$ cat config.mk
export PLATFORM = sky130hd
export DESIGN_NAME = reg_rename_file
export DESIGN_NICKNAME = d
export VERILOG_FILES = /design/src/rtl/reg_rename_file.sv
export SDC_FILE = /design/constraint.sdc
export NUM_CORES = 2
export LEC_CHECK = 0
export ABC_CLOCK_PERIOD_IN_PS = 2900
export BUFFER_PORTS_ARGS = -buffer_cell sky130_fd_sc_hd__buf_2
export CAP_MARGIN = 30
export CORE_MARGIN = 2
export CORE_UTILIZATION = 45
export CTS_BUF_LIST = sky130_fd_sc_hd__clkbuf_4 sky130_fd_sc_hd__clkbuf_8
export CTS_CLUSTER_DIAMETER = 150
export DETAILED_ROUTE_END_ITERATION = 6
export GPL_ROUTABILITY_DRIVEN = 0
export GPL_TIMING_DRIVEN = 1
export SETUP_SLACK_MARGIN = 0.5
export SLEW_MARGIN = 15
export SYNTH_ARGS = -nofsm -noshare
export SYNTH_HDL_FRONTEND = slang
export SYNTH_SLANG_ARGS = --single-unit
$ cat constraint.sdc
create_clock -name clk -period 2.9 [get_ports clk]
set_clock_uncertainty 0.1 [all_clocks]
set_input_delay 0.145 -clock clk [delete_from_list [all_inputs] [get_ports clk]]
set_output_delay 0.145 -clock clk [all_outputs]
set_load 0.02 [all_outputs]
$ cat src/rtl/reg_rename_file.sv
// reg_rename_file: architectural register file with per-register ROB rename tags and commit bypass
module reg_rename_file #(
  parameter int REG_NUM   = 32,
  parameter int ROB_IDX_W = 4
) (
  input  logic                 clk,
  input  logic                 rst,
  input  logic                 rdy,
  input  logic                 Dis_flag,
  input  logic                 Dis_rd_flag,
  input  logic [4:0]           Dis_rd,
  input  logic [ROB_IDX_W-1:0] Dis_ROB_idx,
  input  logic [4:0]           Dis_rs1,
  input  logic [4:0]           Dis_rs2,
  output logic                 Dis_busy1,
  output logic [ROB_IDX_W-1:0] Dis_tag1,
  output logic [31:0]          Dis_val1,
  output logic                 Dis_busy2,
  output logic [ROB_IDX_W-1:0] Dis_tag2,
  output logic [31:0]          Dis_val2,
  input  logic                 RF_write_flag,
  input  logic [4:0]           RF_rd,
  input  logic [ROB_IDX_W-1:0] RF_ROB_idx,
  input  logic [31:0]          RF_val,
  input  logic                 ROB_roll
);
  logic [31:0]          val_q [REG_NUM];
  logic [31:0]          val_d [REG_NUM];
  logic [ROB_IDX_W-1:0] tag_q [REG_NUM];
  logic [ROB_IDX_W-1:0] tag_d [REG_NUM];
  logic [REG_NUM-1:0]   busy_q, busy_d;
  logic                 commit, rename, byp1, byp2, nz1, nz2;
  assign commit = rdy && RF_write_flag && RF_rd != '0;
  assign rename = rdy && Dis_flag && Dis_rd_flag && Dis_rd != '0 && !ROB_roll;
  // operand read: x0 reads zero, a matching commit this cycle is forwarded, otherwise current state
  always_comb begin
    nz1       = Dis_rs1 != '0;
    nz2       = Dis_rs2 != '0;
    byp1      = RF_write_flag && RF_rd == Dis_rs1 && busy_q[Dis_rs1] && tag_q[Dis_rs1] == RF_ROB_idx;
    byp2      = RF_write_flag && RF_rd == Dis_rs2 && busy_q[Dis_rs2] && tag_q[Dis_rs2] == RF_ROB_idx;
    Dis_busy1 = nz1 && busy_q[Dis_rs1] && !byp1;
    Dis_busy2 = nz2 && busy_q[Dis_rs2] && !byp2;
    Dis_tag1  = nz1 ? tag_q[Dis_rs1] : '0;
    Dis_tag2  = nz2 ? tag_q[Dis_rs2] : '0;
    Dis_val1  = !nz1 ? '0 : byp1 ? RF_val : val_q[Dis_rs1];
    Dis_val2  = !nz2 ? '0 : byp2 ? RF_val : val_q[Dis_rs2];
  end
  // next state: commit write/clear, then roll flush, then rename (rename wins over the commit clear)
  always_comb begin
    val_d  = val_q;
    tag_d  = tag_q;
    busy_d = busy_q;
    if (commit) begin
      val_d[RF_rd] = RF_val;
      if (tag_q[RF_rd] == RF_ROB_idx) busy_d[RF_rd] = 1'b0;
    end
    if (rdy && ROB_roll) busy_d = '0;
    if (rename) begin
      busy_d[Dis_rd] = 1'b1;
      tag_d[Dis_rd]  = Dis_ROB_idx;
    end
  end
  // state registers with synchronous active-low clear
  always_ff @(posedge clk) begin
    if (!rst) begin
      busy_q <= '0;
      for (int i = 0; i < REG_NUM; i++) begin
        val_q[i] <= '0;
        tag_q[i] <= '0;
      end
    end else begin
      busy_q <= busy_d;
      val_q  <= val_d;
      tag_q  <= tag_d;
    end
  end
endmodule

=== Word level (Yosys, flattened, before mapping) ===
Cells that the tools add are included.

* $add $sub $neg: 0
* $mul: 0
* Divide/modulo/power cells: 0
* Order comparisons: 12
* Equal/unequal tests: 5
* Shift operators: 0
* Mux-type cells: 39
* Bitwise logic cells: 7
* Reduce and logical (&&, ||, !) cells: 28

{| class="wikitable"
|+ Operators by type and width
! cell !! number
|-
| 1024-bit bitwise mux || 1
|-
| 32-bit 2-to-1 mux || 13
|-
| 32-bit binary-select mux with 5-bit select || 2
|-
| 32-bit demux with 5-bit select || 1
|-
| 128-bit bitwise mux || 1
|-
| 4-bit binary-select mux with 5-bit select || 3
|-
| 4-bit 2-to-1 mux || 9
|-
| 32-bit bitwise AND || 1
|-
| 32-bit NOT || 1
|-
| 32-bit OR || 1
|-
| 6-bit greater-or-equal comparator, second input constant || 4
|-
| 5-bit by 6-bit less-than comparator with 1-bit output, second input constant || 4
|-
| 5-bit NOT with 6-bit output || 4
|-
| 1-bit logical AND || 21
|-
| 4-bit demux with 5-bit select || 1
|-
| 5-bit nonzero test || 4
|-
| 4-bit == test || 3
|-
| 6-bit by 1-bit less-than comparator with 1-bit output, second input constant || 2
|-
| 1-bit binary-select mux with 5-bit select || 2
|-
| 1-bit demux with 5-bit select || 2
|-
| 5-bit == test || 2
|-
| 5-bit by 1-bit greater-or-equal comparator with 1-bit output, second input constant || 2
|-
| 1-bit 2-to-1 mux || 4
|-
| 1-bit logical NOT || 3
|}

* Register bits after elaboration: 1184
* Bits in latches: 0
* Memory bits (writable): 0
* Memory bits (read-only): 0
* Input port bits: 67
* Output and inout port bits: 74
* Word-level logic and storage cells: 156
* Memories: 0

=== Longest topological paths before layout ===
* Depth after elaboration: 11
* Gate-level depth with buffers: 14
* Mapped depth without buffers: 7

=== Worst setup path before layout ===
No wires, ideal clock.

* Path kind: input to output
* Start: input port Dis_rs1[1]
* End: output port Dis_val1[0]
* Arrival time: 3084 ps
* Data required time: 2655 ps
* Setup slack: -429 ps
* Cell stages on the path: 13
* Path buffers: 6
* Cell sequence: buf_4 -> buf_4 -> buf_2 -> buf_4 -> mux4_2 -> mux4_2 -> mux2i_4 -> xor2_1 -> nand3_2 -> or2_1 -> buf_2 -> buf_6 -> a21oi_1

* Longest elaborated chain between the ends: 8
* Elaborated cells between the ends (all ways): 17
* Those cells by class: eq/ne: 2; mux: 10; bitwise: 1; reduce/logical: 4

{| class="wikitable"
|+ RTL lines
! what !! RTL line !! RTL
|-
| start, declared || 13 || <nowiki>input logic [4:0] Dis_rs1,</nowiki>
|-
| 5-bit NOT with 6-bit output (implied by the code) || 39, 45 ||
|-
| 4-bit binary-select mux with 5-bit select || 39 || <nowiki>byp1 = RF_write_flag && RF_rd == Dis_rs1 && busy_q[Dis_rs1] && tag_q[Dis_rs1] == RF_ROB_idx;</nowiki>
|-
| 4-bit 2-to-1 mux (implied by the code) (2 in a row) || 39 ||
|-
| 4-bit == test || 39 ||
|-
| 1-bit logical AND || 39 ||
|-
| 32-bit 2-to-1 mux || 45 || <nowiki>Dis_val1 = !nz1 ? '0 : byp1 ? RF_val : val_q[Dis_rs1];</nowiki>
|-
| 32-bit 2-to-1 mux * || 45 ||
|-
| end, declared || 17 || <nowiki>output logic [31:0] Dis_val1,</nowiki>
|}

Every way passes the cells marked *; elsewhere a longest branch is shown, timed or not. The select of a mux whose other input is x is not followed.

=== Worst setup path after layout ===
* Start: register tag_q[66] (netlist bit)
* End: output port Dis_val2[2]

* Longest elaborated chain between the ends: 7

{| class="wikitable"
|+ RTL lines
! what !! RTL line !! RTL
|-
| start, declared || 29 || <nowiki>logic [ROB_IDX_W-1:0] tag_q [REG_NUM];</nowiki>
|-
| start signal, assigned || 74 || <nowiki>tag_q <= tag_d;</nowiki>
|-
| 4-bit binary-select mux with 5-bit select || 40 || <nowiki>byp2 = RF_write_flag && RF_rd == Dis_rs2 && busy_q[Dis_rs2] && tag_q[Dis_rs2] == RF_ROB_idx;</nowiki>
|-
| 4-bit 2-to-1 mux (implied by the code) (2 in a row) || 40 ||
|-
| 4-bit == test || 40 ||
|-
| 1-bit logical AND || 40 ||
|-
| 32-bit 2-to-1 mux (2 in a row) || 46 || <nowiki>Dis_val2 = !nz2 ? '0 : byp2 ? RF_val : val_q[Dis_rs2];</nowiki>
|-
| end, declared || 20 || <nowiki>output logic [31:0] Dis_val2,</nowiki>
|}

Every way passes these cells. The select of a mux whose other input is x is not followed.

==> impl_metrics.py <==
metrics = {
    "final_layout": {
        "drive_gt1_share_pct": 30.6,
        "num-fill-cells": 12218,
        "nNetsFinal": 6792,
        "final_common_cell": "nand2_1",
        "area_growth_pct": 20.3,
        "multi_input_area_um2": 39800,
        "register_area_um2": 23800,
        "final_cell_mix": "nand2_1, dfxtp_1, a21boi_0, mux4_2, buf_4",
        "final_util_pct": 54.7,
    },
    "detailed_routing": {
        "first_iter_violations": 7185,
        "viasPerCell": 6.34,
        "drc": 3,
        "drtAntennaViolNets": 0,
        "wl_per_cell_um": 29.2,
        "via_count": 55668,
        "drtPass1Iterations": 7,
        "drt-total-wl_mm": 256,
    },
    "logic_synthesis": {
        "yosys_warnings": 0,
        "ys_ff_latch": 1184,
        "syn_inst": 6486,
        "yosysSeqAreaShare_pct": 36.7,
        "syn_nets": 6553,
        "synth.avg_cell_area_um2": 9.95,
        "synth_edf_count": 0,
        "syn_area_um2": 64500,
        "synthArstFlopShare_pct": 0,
        "ys_types": 40,
        "synth_ff_type": "dfxtp_1",
    },
    "run": {
        "maxCapViolations": 0,
    },
    "sta": {
        "tightest_slew_ns": 1.16,
        "maxSlewHeadroom_pct": 21.8,
        "setup_viol": 72,
        "holdWs_ns": 0.0387,
        "rsz0062_at_grt": "true",
        "finalSetupTns_ns": -79.17,
        "max_freq_mhz": 241,
        "drv_slew": 0,
        "min_period_ns": 4.15,
        "setup_ws_ns": -1.25,
        "post-route-period-util_pct": 143,
        "hold_viol_final": 0,
    },
    "global_route": {
        "grt.overflow.total": 0,
        "grt_pass1_wl_mm": 370,
        "grt_pass1_vias": 53765,
        "grt.total_usage_pct": 34.4,
        "antenna_found_initial": 9,
        "grt_max_degree": 154,
    },
    "die": {
        "core_area_um2": 142000,
        "dieArea_um2": 146000,
        "rows": 138,
        "start_util_pct": 45.5,
        "fp.dieW_um": 383,
        "io_pins": 141,
        "die_height_um": 383,
    },
    "clock_tree": {
        "cts_sinks": 1184,
        "cts_buffers": 206,
        "cts_tree": "yes",
        "cts_max_level": 4,
        "clk_latency_ns": 0.99,
        "ctsLongestPathBuffers": 3,
        "cts_root_buf": "clkbuf_8",
        "clkTransAtPathRegs_ns": 0.06,
    },
    "power": {
        "vdd_drop_max_mv": 0.409,
        "finalPower_uw": 36200,
        "pwr_density_cell_nw_per_um2": 466,
        "power_leakage_uw": 0.0261,
    },
    "place": {
        "io_buffers": 140,
        "dp_slack_ns": -0.571,
        "dp.final_hpwl_mm": 156,
    },
    "worst_setup_path": {
        "critPathKind": "reg2out",
        "arrival_ns": 3.91,
        "rr_worst_depth": 10,
        "start_kind": "flip-flop",
        "worst_ep_required_time_ns": 2.65,
        "cp_max_fo": 7,
        "critPathCaptureType": "output port",
    },
    "hold_path": {
        "whs_path_depth": 7,
        "hold_class": "in2reg",
    },
    "status": {
        "violations": "DRC, setup timing",
        "status": "finished with violations",
    },
}
-- stage by stage --
stage	std cells	instance area [µm²]
finish	8781	77600
global route	8779	77600
CTS	8762	77100
detailed placement	8318	70700
global placement	8316	70700
floorplan	6486	65500
-- worst max-delay path: stages, from the launching register on --
cell and delay, ns:
dfxtp_2 0.34, mux4_2 0.46, mux4_2 0.57, mux2i_4 0.22, xor2_2 0.23, nand3_4 0.13
or2_4 0.34, buf_12 0.16, buf_12 0.15, a21oi_4 0.17, buf_6 0.14
-- power breakdown --
group | switching [µW] | internal, µW
logic | 1910 | 1210
clock network | 7440 | 9270
registers | 43.3 | 16300
total | 9390 | 26800
-- final cells by class --
| cell class | count | share of cell area (%) |
|---|---|---|
| clock buffer | 340 | 5.46 |
| antenna | 8 | 0.0258 |
| sequential | 1184 | 30.6 |
| multi-input combinational | 4595 | 51.3 |
| timing repair buffer | 738 | 9.28 |
| clock inverter | 26 | 0.306 |
| tap | 1890 | 3.05 |
-- logic make-up (layout without fill, tap and decap cells) --
group	after synthesis	count (layout)	synth area share, %
AOI/OAI and AO/OA	1250	1250	14.3
and+or+nand+nor	2379	2379	14.8
DFF	1184	1184	36.7
xor gates and xnor gates	20	20	0.271
buffers and inverters	707	1104	4.43
other	0	8	0
muxes	946	946	29.5
-- Yosys cell counts, types with 42 or more instances --
| cell | count | area (µm²) |
|---|---|---|
| and2_1 | 46 | 288 |
| nor2_1 | 57 | 214 |
| buf_1 | 42 | 158 |
| dfxtp_1 | 1184 | 23700 |
| nand2_1 | 2089 | 7840 |
| mux2i_1 | 172 | 1720 |
| a21boi_0 | 1020 | 7660 |
| nor2b_1 | 103 | 644 |
| buf_2 | 62 | 310 |
| a21oi_1 | 64 | 320 |
| clkbuf_1 | 583 | 2190 |
| mux4_2 | 764 | 17200 |
| o31ai_1 | 64 | 480 |
-- repair_timing --
item                                     CTS  global route
gates resized for setup                  268            97
hold buffers                              64             0
buffers inserted                           9            10
endpoints found under the hold margin   1178             0
cloned                                     5             1
pin swaps                                 34            24
endpoints found under the setup margin   105           109
-- path summary, 6_finish.rpt --
kind         startpoint          end  slack [ns]
max           tag_q[66]  Dis_val2[2]       -1.25
max reg2reg    tag_q[2]   busy_q[21]       -0.04
min           Dis_rd[2]    tag_q[27]        0.04
min reg2reg  val_q[339]   val_q[339]        0.37
-- registers in the layout (all words and copies together) (netlist names) --
signal	count
val_q	1024
busy_q	32
tag_q	128
-- metal layers --
metal | wire [µm] | track usage, % | vias to the layer above
met1 | 97500 | 44.8 | 27873
met3 | 28700 | 8.44 | 844
li1 | - | - | 23494
met2 | 114000 | 52.2 | 3455
met4 | 15900 | 19.7 | 2
met5 | 10 | 0 | -
Power figures use the tool's default switching activity.
